==> config.mk <==
export PLATFORM = sky130hd
export DESIGN_NAME = mem_arbiter_flat
export DESIGN_NICKNAME = d
export VERILOG_FILES = /design/src/rtl/mem_arbiter_if.sv /design/src/rtl/mem_arbiter.sv /design/src/flat_wrapper.sv
export SDC_FILE = /design/constraint.sdc
export NUM_CORES = 1
export LEC_CHECK = 0
export ABC_AREA = 1
export CORE_AREA = 5 5 100 102
export CTS_CLUSTER_SIZE = 20
export DETAILED_ROUTE_END_ITERATION = 12
export DIE_AREA = 0 0 105 107
export PLACE_DENSITY = 0.9
export SETUP_SLACK_MARGIN = 0.5
export SYNTH_ARGS = -nofsm -noshare
export SYNTH_HDL_FRONTEND = slang
export SYNTH_SLANG_ARGS = --single-unit
==> constraint.sdc <==
create_clock -name CLK -period 2.1 [get_ports CLK]
set_clock_uncertainty 0.1 [all_clocks]
set_input_delay 0.21 -clock CLK [delete_from_list [all_inputs] [get_ports CLK]]
set_output_delay 0.21 -clock CLK [all_outputs]
set_load 0.05 [all_outputs]
==> src/rtl/mem_arbiter_if.sv <==
// Bus bundle joining the fetch requester, the data requester and the single
// RAM port to the memory arbiter. The arbiter takes the master view because
// it drives the RAM port and the per-requester wait/load returns; the
// environment (pipeline plus RAM) takes the slave view.
interface mem_arbiter_if;
  // Instruction-fetch requester
  logic        iREN;
  logic [31:0] iaddr;
  logic        iwait;
  logic [31:0] iload;

  // Data-memory requester
  logic        dREN;
  logic        dWEN;
  logic [31:0] daddr;
  logic [31:0] dstore;
  logic        dwait;
  logic [31:0] dload;

  // RAM port
  logic        ramREN;
  logic        ramWEN;
  logic [31:0] ramaddr;
  logic [31:0] ramstore;
  logic [31:0] ramload;
  logic [1:0]  ramstate;

  // Sticky error flag
  logic        mem_err;

  modport master (
    input  iREN, iaddr, dREN, dWEN, daddr, dstore, ramload, ramstate,
    output iwait, iload, dwait, dload, ramREN, ramWEN, ramaddr, ramstore, mem_err
  );

  modport slave (
    output iREN, iaddr, dREN, dWEN, daddr, dstore, ramload, ramstate,
    input  iwait, iload, dwait, dload, ramREN, ramWEN, ramaddr, ramstore, mem_err
  );
endinterface

==> src/rtl/mem_arbiter.sv <==
// Memory arbiter: shares one RAM port between instruction fetch and data
// access. Data normally wins; a streak counter forces a pending fetch through
// after MAX_DSTREAK data completions. A watchdog converts RAM errors and hung
// transactions into a completion carrying ERR_WORD and sets a sticky mem_err.
// One IDLE cycle separates every transaction, and all bus outputs are decoded
// combinationally from the registered state and the live inputs.
module mem_arbiter #(
  parameter int unsigned MAX_DSTREAK = 4,
  parameter int unsigned TIMEOUT     = 255,
  parameter logic [31:0] ERR_WORD    = 32'hBAD1BAD1
) (
  input logic           CLK,
  input logic           nRST,
  mem_arbiter_if.master bus
);

  localparam int unsigned SW = $clog2(MAX_DSTREAK + 1);
  localparam int unsigned TW = $clog2(TIMEOUT + 1);
  localparam logic [SW-1:0] STREAK_MAX = SW'(MAX_DSTREAK);
  localparam logic [TW-1:0] TCOUNT_MAX = TW'(TIMEOUT);
  localparam logic [1:0] RAM_ACCESS = 2'd2;
  localparam logic [1:0] RAM_ERROR  = 2'd3;

  typedef enum logic [1:0] {
    IDLE  = 2'd0,
    ISERV = 2'd1,
    DSERV = 2'd2
  } state_t;

  state_t        state;
  logic [SW-1:0] dstreak;
  logic [TW-1:0] tcount;
  logic          mem_err_q;

  logic d_req;
  logic live;
  logic access;
  logic abort;
  logic done;

  // Work out whether the granted requester is still asking and how this cycle ends for it.
  always_comb begin
    d_req  = bus.dREN | bus.dWEN;
    live   = 1'b0;
    if (state == ISERV) begin
      live = bus.iREN;
    end else if (state == DSERV) begin
      live = d_req;
    end
    access = (bus.ramstate == RAM_ACCESS);
    abort  = live & ~access & ((bus.ramstate == RAM_ERROR) | (tcount == TCOUNT_MAX));
    done   = (live & access) | abort;
  end

  // Drive the RAM port and the requester returns from the current grant.
  always_comb begin
    bus.ramREN   = 1'b0;
    bus.ramWEN   = 1'b0;
    bus.ramaddr  = 32'd0;
    bus.ramstore = 32'd0;
    bus.iwait    = 1'b1;
    bus.dwait    = 1'b1;
    bus.iload    = 32'd0;
    bus.dload    = 32'd0;
    bus.mem_err  = mem_err_q;
    case (state)
      ISERV: begin
        bus.ramaddr = bus.iaddr;
        bus.ramREN  = bus.iREN;
        if (done) begin
          bus.iwait = 1'b0;
          bus.iload = abort ? ERR_WORD : bus.ramload;
        end
      end
      DSERV: begin
        bus.ramaddr  = bus.daddr;
        bus.ramstore = bus.dstore;
        bus.ramWEN   = bus.dWEN;
        bus.ramREN   = bus.dREN & ~bus.dWEN;
        if (done) begin
          bus.dwait = 1'b0;
          bus.dload = abort ? ERR_WORD : bus.ramload;
        end
      end
      default: begin
      end
    endcase
  end

  // Grant sequencing, starvation streak, watchdog count and sticky error flag.
  always_ff @(posedge CLK or negedge nRST) begin
    if (!nRST) begin
      state     <= IDLE;
      dstreak   <= '0;
      tcount    <= '0;
      mem_err_q <= 1'b0;
    end else begin
      case (state)
        IDLE: begin
          tcount <= '0;
          if (d_req && bus.iREN && (dstreak == STREAK_MAX)) begin
            state <= ISERV;
          end else if (d_req) begin
            state <= DSERV;
          end else if (bus.iREN) begin
            state <= ISERV;
          end
        end
        ISERV: begin
          if (!live) begin
            state <= IDLE;
          end else if (done) begin
            state   <= IDLE;
            dstreak <= '0;
            if (abort) mem_err_q <= 1'b1;
          end else begin
            tcount <= tcount + TW'(1);
          end
        end
        DSERV: begin
          if (!live) begin
            state <= IDLE;
          end else if (done) begin
            state <= IDLE;
            if (bus.iREN && (dstreak != STREAK_MAX)) dstreak <= dstreak + SW'(1);
            if (abort) mem_err_q <= 1'b1;
          end else begin
            tcount <= tcount + TW'(1);
          end
        end
        default: begin
          state <= IDLE;
        end
      endcase
    end
  end

endmodule

==> src/flat_wrapper.sv <==
// flat-port wrapper written by rule: the top's interface ports become plain ports
module mem_arbiter_flat 
#(
  parameter int unsigned MAX_DSTREAK = 4,
  parameter int unsigned TIMEOUT     = 255,
  parameter logic [31:0] ERR_WORD    = 32'hBAD1BAD1
)
  (CLK, nRST, bus_iREN, bus_iaddr, bus_dREN, bus_dWEN, bus_daddr, bus_dstore, bus_ramload, bus_ramstate, bus_iwait, bus_iload, bus_dwait, bus_dload, bus_ramREN, bus_ramWEN, bus_ramaddr, bus_ramstore, bus_mem_err);
  mem_arbiter_if bus_i ();
  input logic CLK;
  input logic nRST;
  input wire logic [$bits(bus_i.iREN)-1:0] bus_iREN;
  input wire logic [$bits(bus_i.iaddr)-1:0] bus_iaddr;
  input wire logic [$bits(bus_i.dREN)-1:0] bus_dREN;
  input wire logic [$bits(bus_i.dWEN)-1:0] bus_dWEN;
  input wire logic [$bits(bus_i.daddr)-1:0] bus_daddr;
  input wire logic [$bits(bus_i.dstore)-1:0] bus_dstore;
  input wire logic [$bits(bus_i.ramload)-1:0] bus_ramload;
  input wire logic [$bits(bus_i.ramstate)-1:0] bus_ramstate;
  output wire logic [$bits(bus_i.iwait)-1:0] bus_iwait;
  output wire logic [$bits(bus_i.iload)-1:0] bus_iload;
  output wire logic [$bits(bus_i.dwait)-1:0] bus_dwait;
  output wire logic [$bits(bus_i.dload)-1:0] bus_dload;
  output wire logic [$bits(bus_i.ramREN)-1:0] bus_ramREN;
  output wire logic [$bits(bus_i.ramWEN)-1:0] bus_ramWEN;
  output wire logic [$bits(bus_i.ramaddr)-1:0] bus_ramaddr;
  output wire logic [$bits(bus_i.ramstore)-1:0] bus_ramstore;
  output wire logic [$bits(bus_i.mem_err)-1:0] bus_mem_err;
  assign bus_i.iREN = bus_iREN;
  assign bus_i.iaddr = bus_iaddr;
  assign bus_i.dREN = bus_dREN;
  assign bus_i.dWEN = bus_dWEN;
  assign bus_i.daddr = bus_daddr;
  assign bus_i.dstore = bus_dstore;
  assign bus_i.ramload = bus_ramload;
  assign bus_i.ramstate = bus_ramstate;
  assign bus_iwait = bus_i.iwait;
  assign bus_iload = bus_i.iload;
  assign bus_dwait = bus_i.dwait;
  assign bus_dload = bus_i.dload;
  assign bus_ramREN = bus_i.ramREN;
  assign bus_ramWEN = bus_i.ramWEN;
  assign bus_ramaddr = bus_i.ramaddr;
  assign bus_ramstore = bus_i.ramstore;
  assign bus_mem_err = bus_i.mem_err;
  mem_arbiter #(.MAX_DSTREAK(MAX_DSTREAK), .TIMEOUT(TIMEOUT), .ERR_WORD(ERR_WORD)) u_core (.CLK(CLK), .nRST(nRST), .bus(bus_i));
endmodule
==> results.ini, run 1 <==
[synth]
synth.largest_area_cell=nand2_1
syn_inst=449
synth_cell_types=31
synth_area_leaders=nand2_1, dfrtp_1, inv_1
syn-cell-area_um2=2325
yosys_warnings=0
syn_avg_cell_area_um2=5.178
yosysSeqAreaShare=0.1507
synth_nets=591
synth-seq-cells=14
synth_top_cell_area_share=0.2664

[floorplanning]
row_count=35
io_pins=268
initial_core_util=0.2577
die_w_um=105
dieHeight_um=107

[placed_design]
routabilityCongestion=0.8628
dpl_worst_slack_ns=-0.005487
place_hpwl_um=14780
numPortBuffers=267

[clocking]
htreeDepth=1
cts_root_buffer=clkbuf_8
clock_path_buffers=2
cts_hold_buf=0
cts.sinks=14
numCtsBuffers=3

[outcome]
outcome=aborted with a tool error
first-error=[ERROR DPL-0038] Utilization greater than 100%, impossible to legalize
haltStage=global routing (5_1_grt)

[timing]
repair-timing-grt-worst-ep=bus_dload[13]
worst_path_end_type=top-level output

[global_route]
grt_max_degree=30

==> cell usage after synthesis, drive strengths merged <==
cell / count
clkinv: 1
clkbuf: 12
or2: 1
dfrtp: 14
nand4: 2
xnor2: 1
buf: 16
inv: 87
ha: 7
nand3: 32
nor3b: 1
o2111ai: 1
a21oi: 70
o21a: 1
o21bai: 2
o21ai: 5
xor2: 1
nand2: 167
nor2: 28
==> logic make-up after synthesis <==
family,after synthesis,synth area share
fa+ha+maj,7,0.03767
buf+inv,116,0.1981
xor+xnor,2,0.007536
flops,14,0.1507
simple gates,231,0.4150
compound gates,79,0.1911
==> repair_timing <==
item	4_1_cts
gates cloned	10
pin swaps	13
setup endpoints to repair	147
resized for setup	85
hold endpoints to repair	0
setup buffers	16
==> through the flow <==
| stage | TNS [ns] | util | instances | cell area (µm²) |
|---|---|---|---|---|
| 4_1_cts | -3.663 | 0.9312 | 847 | 8401 |
| 2_1_floorplan | 0 | - | 449 | 3526 |
| 3_5_place_dp | -0.005487 | 0.8487 | 817 | 7656 |
| 3_3_place_gp | 0 | 0.8487 | 817 | 7656 |
==> run 2: changes to the inputs <==
- CORE_AREA: 5 5 100 102 -> not set
- CORE_MARGIN: not set -> 5
- CORE_UTILIZATION: not set -> 20
- CTS_CLUSTER_SIZE: 20 -> not set
- DIE_AREA: 0 0 105 107 -> not set
- PLACE_DENSITY: 0.9 -> not set
- PLACE_DENSITY_LB_ADDON: not set -> 0.15
- SETUP_SLACK_MARGIN: 0.5 -> not set
==> run 2 against run 1 <==
Net effect:
- the flow now finishes, with violations (setup timing)
- synthesized cell count unchanged
- area after synthesis unchanged
==> results.ini, run 2 <==
[placed_design]
place_hpwl_um=10900
numPortBuffers=267
routabilityCongestion=0.8135
dpl_worst_slack_ns=0.01675

[timing]
max_freq_mhz=448.1
rsz0062_at_grt=true
period_share=1.063
setup_violations=52
drv_slew=0
worst_pin_slew_ns=0.6712
finalCriticalPeriod_ns=2.232
timing_hold_violations_final=0
relSlewSlack=0.5512
setup_slack_ns=-0.1316

[synth]
synth-xor-area-share=0.007535
synth-simple-area-share=0.4150
synth_area_leaders=nand2_1, dfrtp_1, inv_1
synthArstFlopShare=1.000
synth_cell_types=31
synth.most_common_cell=nand2_1
synth_common_cells=nand2_1, inv_1, a21oi_1
syn_inst=449
yosysSeqAreaShare=0.1507
synth_edf_count=0
synthAdderAreaFrac=0.03767
synth_top_cell_area_share=0.2664
syn_avg_cell_area_um2=5.178
synth_top_family_by_area=simple AND/OR/NAND/NOR gates
synth_mux_area_frac=0
synth_compound_area_frac=0.1911
synth-seq-cells=14
synth_nets=591
syn-cell-area_um2=2325
synth_flop_cell=dfrtp_1
yosys_warnings=0
synth.largest_area_cell=nand2_1

[global_route]
antenna_found_initial=1
grtUsageTotal=0.1839
grt_first_pass_wirelength_um=20950
grt_max_degree=37
grt_pass1_vias=3981
grt.overflow.total=0

[finish]
multi_input_comb_area_um2=2278
largest_register=u_core.tcount
final_nets=877
top_regs=u_core.tcount x8, u_core.dstreak x3, u_core.state x2
largest_reg_flops=8
area_growth_pct=222.2
drive_gt1_frac=0.4237
fill_cells=917
seq_area_um2=354.1
final_util=0.6559
mostFrequentLayoutCells=nand2_1, clkdlybuf4s50_1, buf_12
layout_commonest_cell=nand2_1

[pwr]
p_sw_mw=3.907
p_clk_frac=0.058
seqPwrFrac=0.059
combPwrFrac=0.883
power_density_nw_per_um2=940.0
internal-power_mw=3.133
sw_frac_of_total=0.5550
vdd_drop_max_mv=0.6448
power_mw=7.040
leakagePower_nw=3.267

[drt]
drc=0
drtIter0Drc=154
wl_per_cell_um=16.10
drt_pass1_iterations=4
wl_um=14140
detail-route-antenna-nets=0
vias=3881
viasPerCell=4.420

[clocking]
numCtsBuffers=3
clkTransAtPathRegs_ns=0.05
clock_latency_ns=0.25
cts_tree=yes
clock_path_buffers=2
htreeDepth=1
cts.sinks=14
cts_hold_buf=0
cts_root_buffer=clkbuf_16

[floorplanning]
die_w_um=117.8
die_area_um2=13880
coreArea_um2=11420
dieHeight_um=117.8
row_count=39
io_pins=268
initial_core_util=0.2036

[critical_path]
cp-start-kind=register
cp_max_fo=7
endpoint_kind=output pin
worstPathRequired_ns=1.79
arrival_ns=1.92
path_class=reg -> out

[flow_run]
cap_viol_max_count=0

[outcome]
outcome=complete, but fails checks
violations=setup timing

[worst_hold_path]
hold_path_class=in -> async

## run 2: cell counts after synthesis
Identical to the previous run, type by type.
## run 2: final timing paths
| path | from | endpoint | slack [ns] | cells past startpoint |
|---|---|---|---|---|
| max | u_core.state[0]$_DFFE_PN0P_ | bus_dload[9] | -0.13 | 11 |
| min | nRST | u_core.tcount[3]$_DFFE_PN0P_ | 0.27 | 1 |
| max reg2reg | u_core.state[1]$_DFFE_PN0P_ | u_core.tcount[4]$_DFFE_PN0P_ | 0.22 | 12 |
| min reg2reg | u_core.bus.mem_err$_DFFE_PN0P_ | u_core.bus.mem_err$_DFFE_PN0P_ | 0.38 | 1 |
| max in group asynchronous | nRST | u_core.tcount[0]$_DFFE_PN0P_ | 1.15 | 1 |
| min in group CLK | u_core.bus.mem_err$_DFFE_PN0P_ | u_core.bus.mem_err$_DFFE_PN0P_ | 0.38 | 1 |
## run 2: worst max-delay path: stages, from the launching register on
cell and delay (ns):
dfrtp_1 0.42, inv_2 0.10, ha_4 0.16, inv_4 0.04, nor2_2 0.07, nand2_1 0.07, nand2_2 0.09, nand3_4 0.11
buf_12 0.15, buf_16 0.15, a21oi_4 0.15, buf_12 0.15
## run 2: power groups by stage
stage | Combinational (mW) | Sequential, mW | Clock (mW)
after floorplan | 3.18 | 0.419 | 0
after detailed placement | 5.57 | 0.400 | 0
final | 6.22 | 0.416 | 0.408
after global routing | 6.53 | 0.424 | 0.429
after global placement | 5.51 | 0.395 | 0
after CTS | 5.98 | 0.414 | 0.416
## run 2: logic make-up (layout without fill, tap and decap cells)
family                     Yosys count  count (layout)
AOI/OAI and AO/OA                   79              79
xor gates and xnor gates             2               2
adders and majority gates            7               7
buffers and inverters              116             401
DFF                                 14              14
other                                0               1
and+or+nand+nor                    231             231
## run 2: layout make-up
class,instances,share of cell area
flip-flops and latches,14,0.04728
clock buffers,4,0.01186
inverters,88,0.04678
multi-input cells,319,0.3042
repair inverters,3,0.007016
well taps,143,0.02389
diodes,1,0.0003341
repair buffers,306,0.5586
## run 2: per-layer routing
metal / wire length, µm / track usage / share of wire / up-vias
met3: 990 / 0.05863 / 0.070 / 23
li1: - / - / - / 1934
met1: 4618 / 0.1761 / 0.33 / 1775
met5: 0 / 0 / 0 / -
met2: 8148 / 0.3713 / 0.58 / 149
met4: 381 / 0.04588 / 0.027 / 0
## run 2: metrics by stage
step / std cells / hold slack [ns] / cell area, µm² / setup TNS, ns
global route: 878 / 0.3339 / 7490 / -9.101
CTS: 865 / 0.3017 / 7073 / -4.053
detailed placement: 846 / 0.3718 / 6554 / 0
floorplan: 449 / -0.1856 / 2719 / -3.098
global placement: 846 / 0.3664 / 6554 / 0
finish: 878 / 0.2745 / 7490 / -3.429
## run 2: repair_timing
item	4_1_cts	5_1_grt
gates cloned	4	4
buffers inserted	11	10
setup endpoints to repair	68	98
pin swaps	5	6
resized for setup	42	89
No activity file was read; power rests on OpenSTA's default activity.
==> run 3: changes to the inputs <==
- SETUP_SLACK_MARGIN: not set -> 0.15
==> run 3 against run 2 <==
Net effect:
- the flow still finishes with violations (setup timing)
- largest power group unchanged
- flip-flop and latch count unchanged
- critical path depth down 2
- die area unchanged
- fmax down 1.8%
- core utilization up 5.7 points
- count of clock-buffer cells in the layout unchanged
==> results.ini, run 3 (synthesis gave the netlist of run 2 again) <==
[finish]
final_nets=883
largest_reg_flops=8
area_growth_pct=250.3
design_area_um2=8144
largest_register=u_core.tcount
drive_gt1_frac=0.4703
antenna_cells=0
fill_cells=846
mostFrequentLayoutCells=buf_12, nand2_1, clkdlybuf4s50_1
final_util=0.7132
instances_no_fill=883
top_regs=u_core.tcount x8, u_core.dstreak x3, u_core.state x2
layout_commonest_cell=buf_12

[floorplanning]
dieHeight_um=117.8
row_count=39
die_area_um2=13880
die_w_um=117.8
coreArea_um2=11420
io_pins=268
initial_core_util=0.2036

[critical_path]
worstPathRequired_ns=1.79
endpoint_kind=output pin
cp-start-kind=register
crit_start=u_core.state[1]$_DFFE_PN0P_
cp_max_fo=5
cpPeakStageDelay_ns=0.44
crit_chain=inv_1 > ha_4 > nand2_4 > nand2_4 > nand3_4 > buf_12 > clkbuf_16 > a21oi_4 > buf_12
cp_slowest_cell=dfrtp_2
path_class=reg -> out
arrival_ns=1.96
r2r_start=u_core.state[1]$_DFFE_PN0P_

[timing]
timing_hold_violations_final=0
rsz0062_at_grt=true
finalCriticalPeriod_ns=2.273
max_freq_mhz=439.9
drv_slew=0
worst_pin_slew_ns=0.6651
relSlewSlack=0.5552
setup_violations=86
setup_slack_ns=-0.1733
holdWs_ns=0.2730
tns_ns=-6.521
period_share=1.083

[global_route]
use_met2=0.3953
grtUsageMet3=0.06151
grtUsageTotal=0.2023
grt_max_degree=40
grt_pass1_vias=4071
antenna_found_initial=0
gr-max-usage-layer=met2
grt.overflow.total=0
grt_first_pass_wirelength_um=22970
gr-usage-met1=0.2138

[clocking]
clkTransAtPathRegs_ns=0.05
cts_root_buffer=clkbuf_16
clock_latency_ns=0.25
cts_tree=yes
cts.sinks=14
clock_path_buffers=2
htreeDepth=1
numCtsBuffers=3
cts_hold_buf=0

[placed_design]
place_hpwl_um=12040
placed_area_um2=7213
dp.cells=851
routabilityCongestion=0.8370
numPortBuffers=267

[drt]
wl_um=15750
vias=4025
drt_pass1_iterations=4
detail-route-antenna-nets=0
drc=0
wl_per_cell_um=17.84
viasPerCell=4.558
drtIter0Drc=136

[worst_hold_path]
hold_path_class=in -> async

[pwr]
vdd_drop_max_mv=0.7087
power_density_nw_per_um2=1063
leakagePower_nw=3.441

[flow_run]
cap_viol_max_count=0

[outcome]
violations=setup timing
outcome=complete, but fails checks

-- run 3: cell count changes in the layout (fill, tap and decap cells not counted), sizes merged --
cell      before  now
inv           88   85
buf          169  174
diode          1    0
bufbuf         1    0
clkinvlp       0    3
clkinv         3    1
clkbuf         5    9
-- run 3: area by class of cell --
type	count	area, µm²	area share
clock buffers	4	88.84	0.01091
inverters	88	370.4	0.04548
multi-input cells	319	2475	0.3039
flip-flops and latches	14	351.6	0.04317
well taps	143	178.9	0.02197
repair buffers	314	4663	0.5726
repair inverters	1	16.27	0.001997
-- run 3: worst max-delay path, delay by kind of cell (launching register included) --
family | cells | cell delay, ns
flops | 1 | 0.44
buf+inv | 4 | 0.64
compound gates | 1 | 0.13
simple gates | 3 | 0.30
fa+ha+maj | 1 | 0.21
-- run 3: where the power goes --
group | switching [mW] | leakage [nW] | internal (mW)
Combinational | 4.38 | 3.21 | 3.47
Sequential | 0.0645 | 0.182 | 0.339
Clock | 0.120 | 0.0442 | 0.289
-- run 3: per-stage QoR --
stage / power, mW / setup slack [ns]
4_1_cts: 7.782 / -0.1199
6_report: 8.658 / -0.1733
5_1_grt: 9.011 / -0.2708
3_3_place_gp: 6.977 / 0.02985
3_5_place_dp: 7.028 / -0.004696
2_1_floorplan: 3.886 / -0.07658
-- run 3: repair_timing --
action | CTS | global route
pin swaps | 3 | 9
setup endpoints to repair | 113 | 111
gates resized for setup | 44 | 91
gates cloned | 3 | 6
buffers inserted | 14 | 5
-- run 3: layer usage --
layer / routed length [µm] / vias to the layer above
li1: - / 1949
met1: 5418 / 1892
met2: 8954 / 172
met3: 1181 / 12
met4: 198 / 0
met5: 0 / -
-- run 3: worst paths after layout --
| check | end | slack (ns) | cells after the start |
|---|---|---|---|
| min | u_core.tcount[5]$_DFFE_PN0P_ | 0.27 | 1 |
| min in group CLK | u_core.bus.mem_err$_DFFE_PN0P_ | 0.39 | 1 |
| max | bus_dload[4] | -0.17 | 9 |
| min reg2reg | u_core.bus.mem_err$_DFFE_PN0P_ | 0.39 | 1 |
| max in group asynchronous | u_core.state[1]$_DFFE_PN0P_ | 1.16 | 1 |
| max reg2reg | u_core.tcount[3]$_DFFE_PN0P_ | 0.07 | 10 |
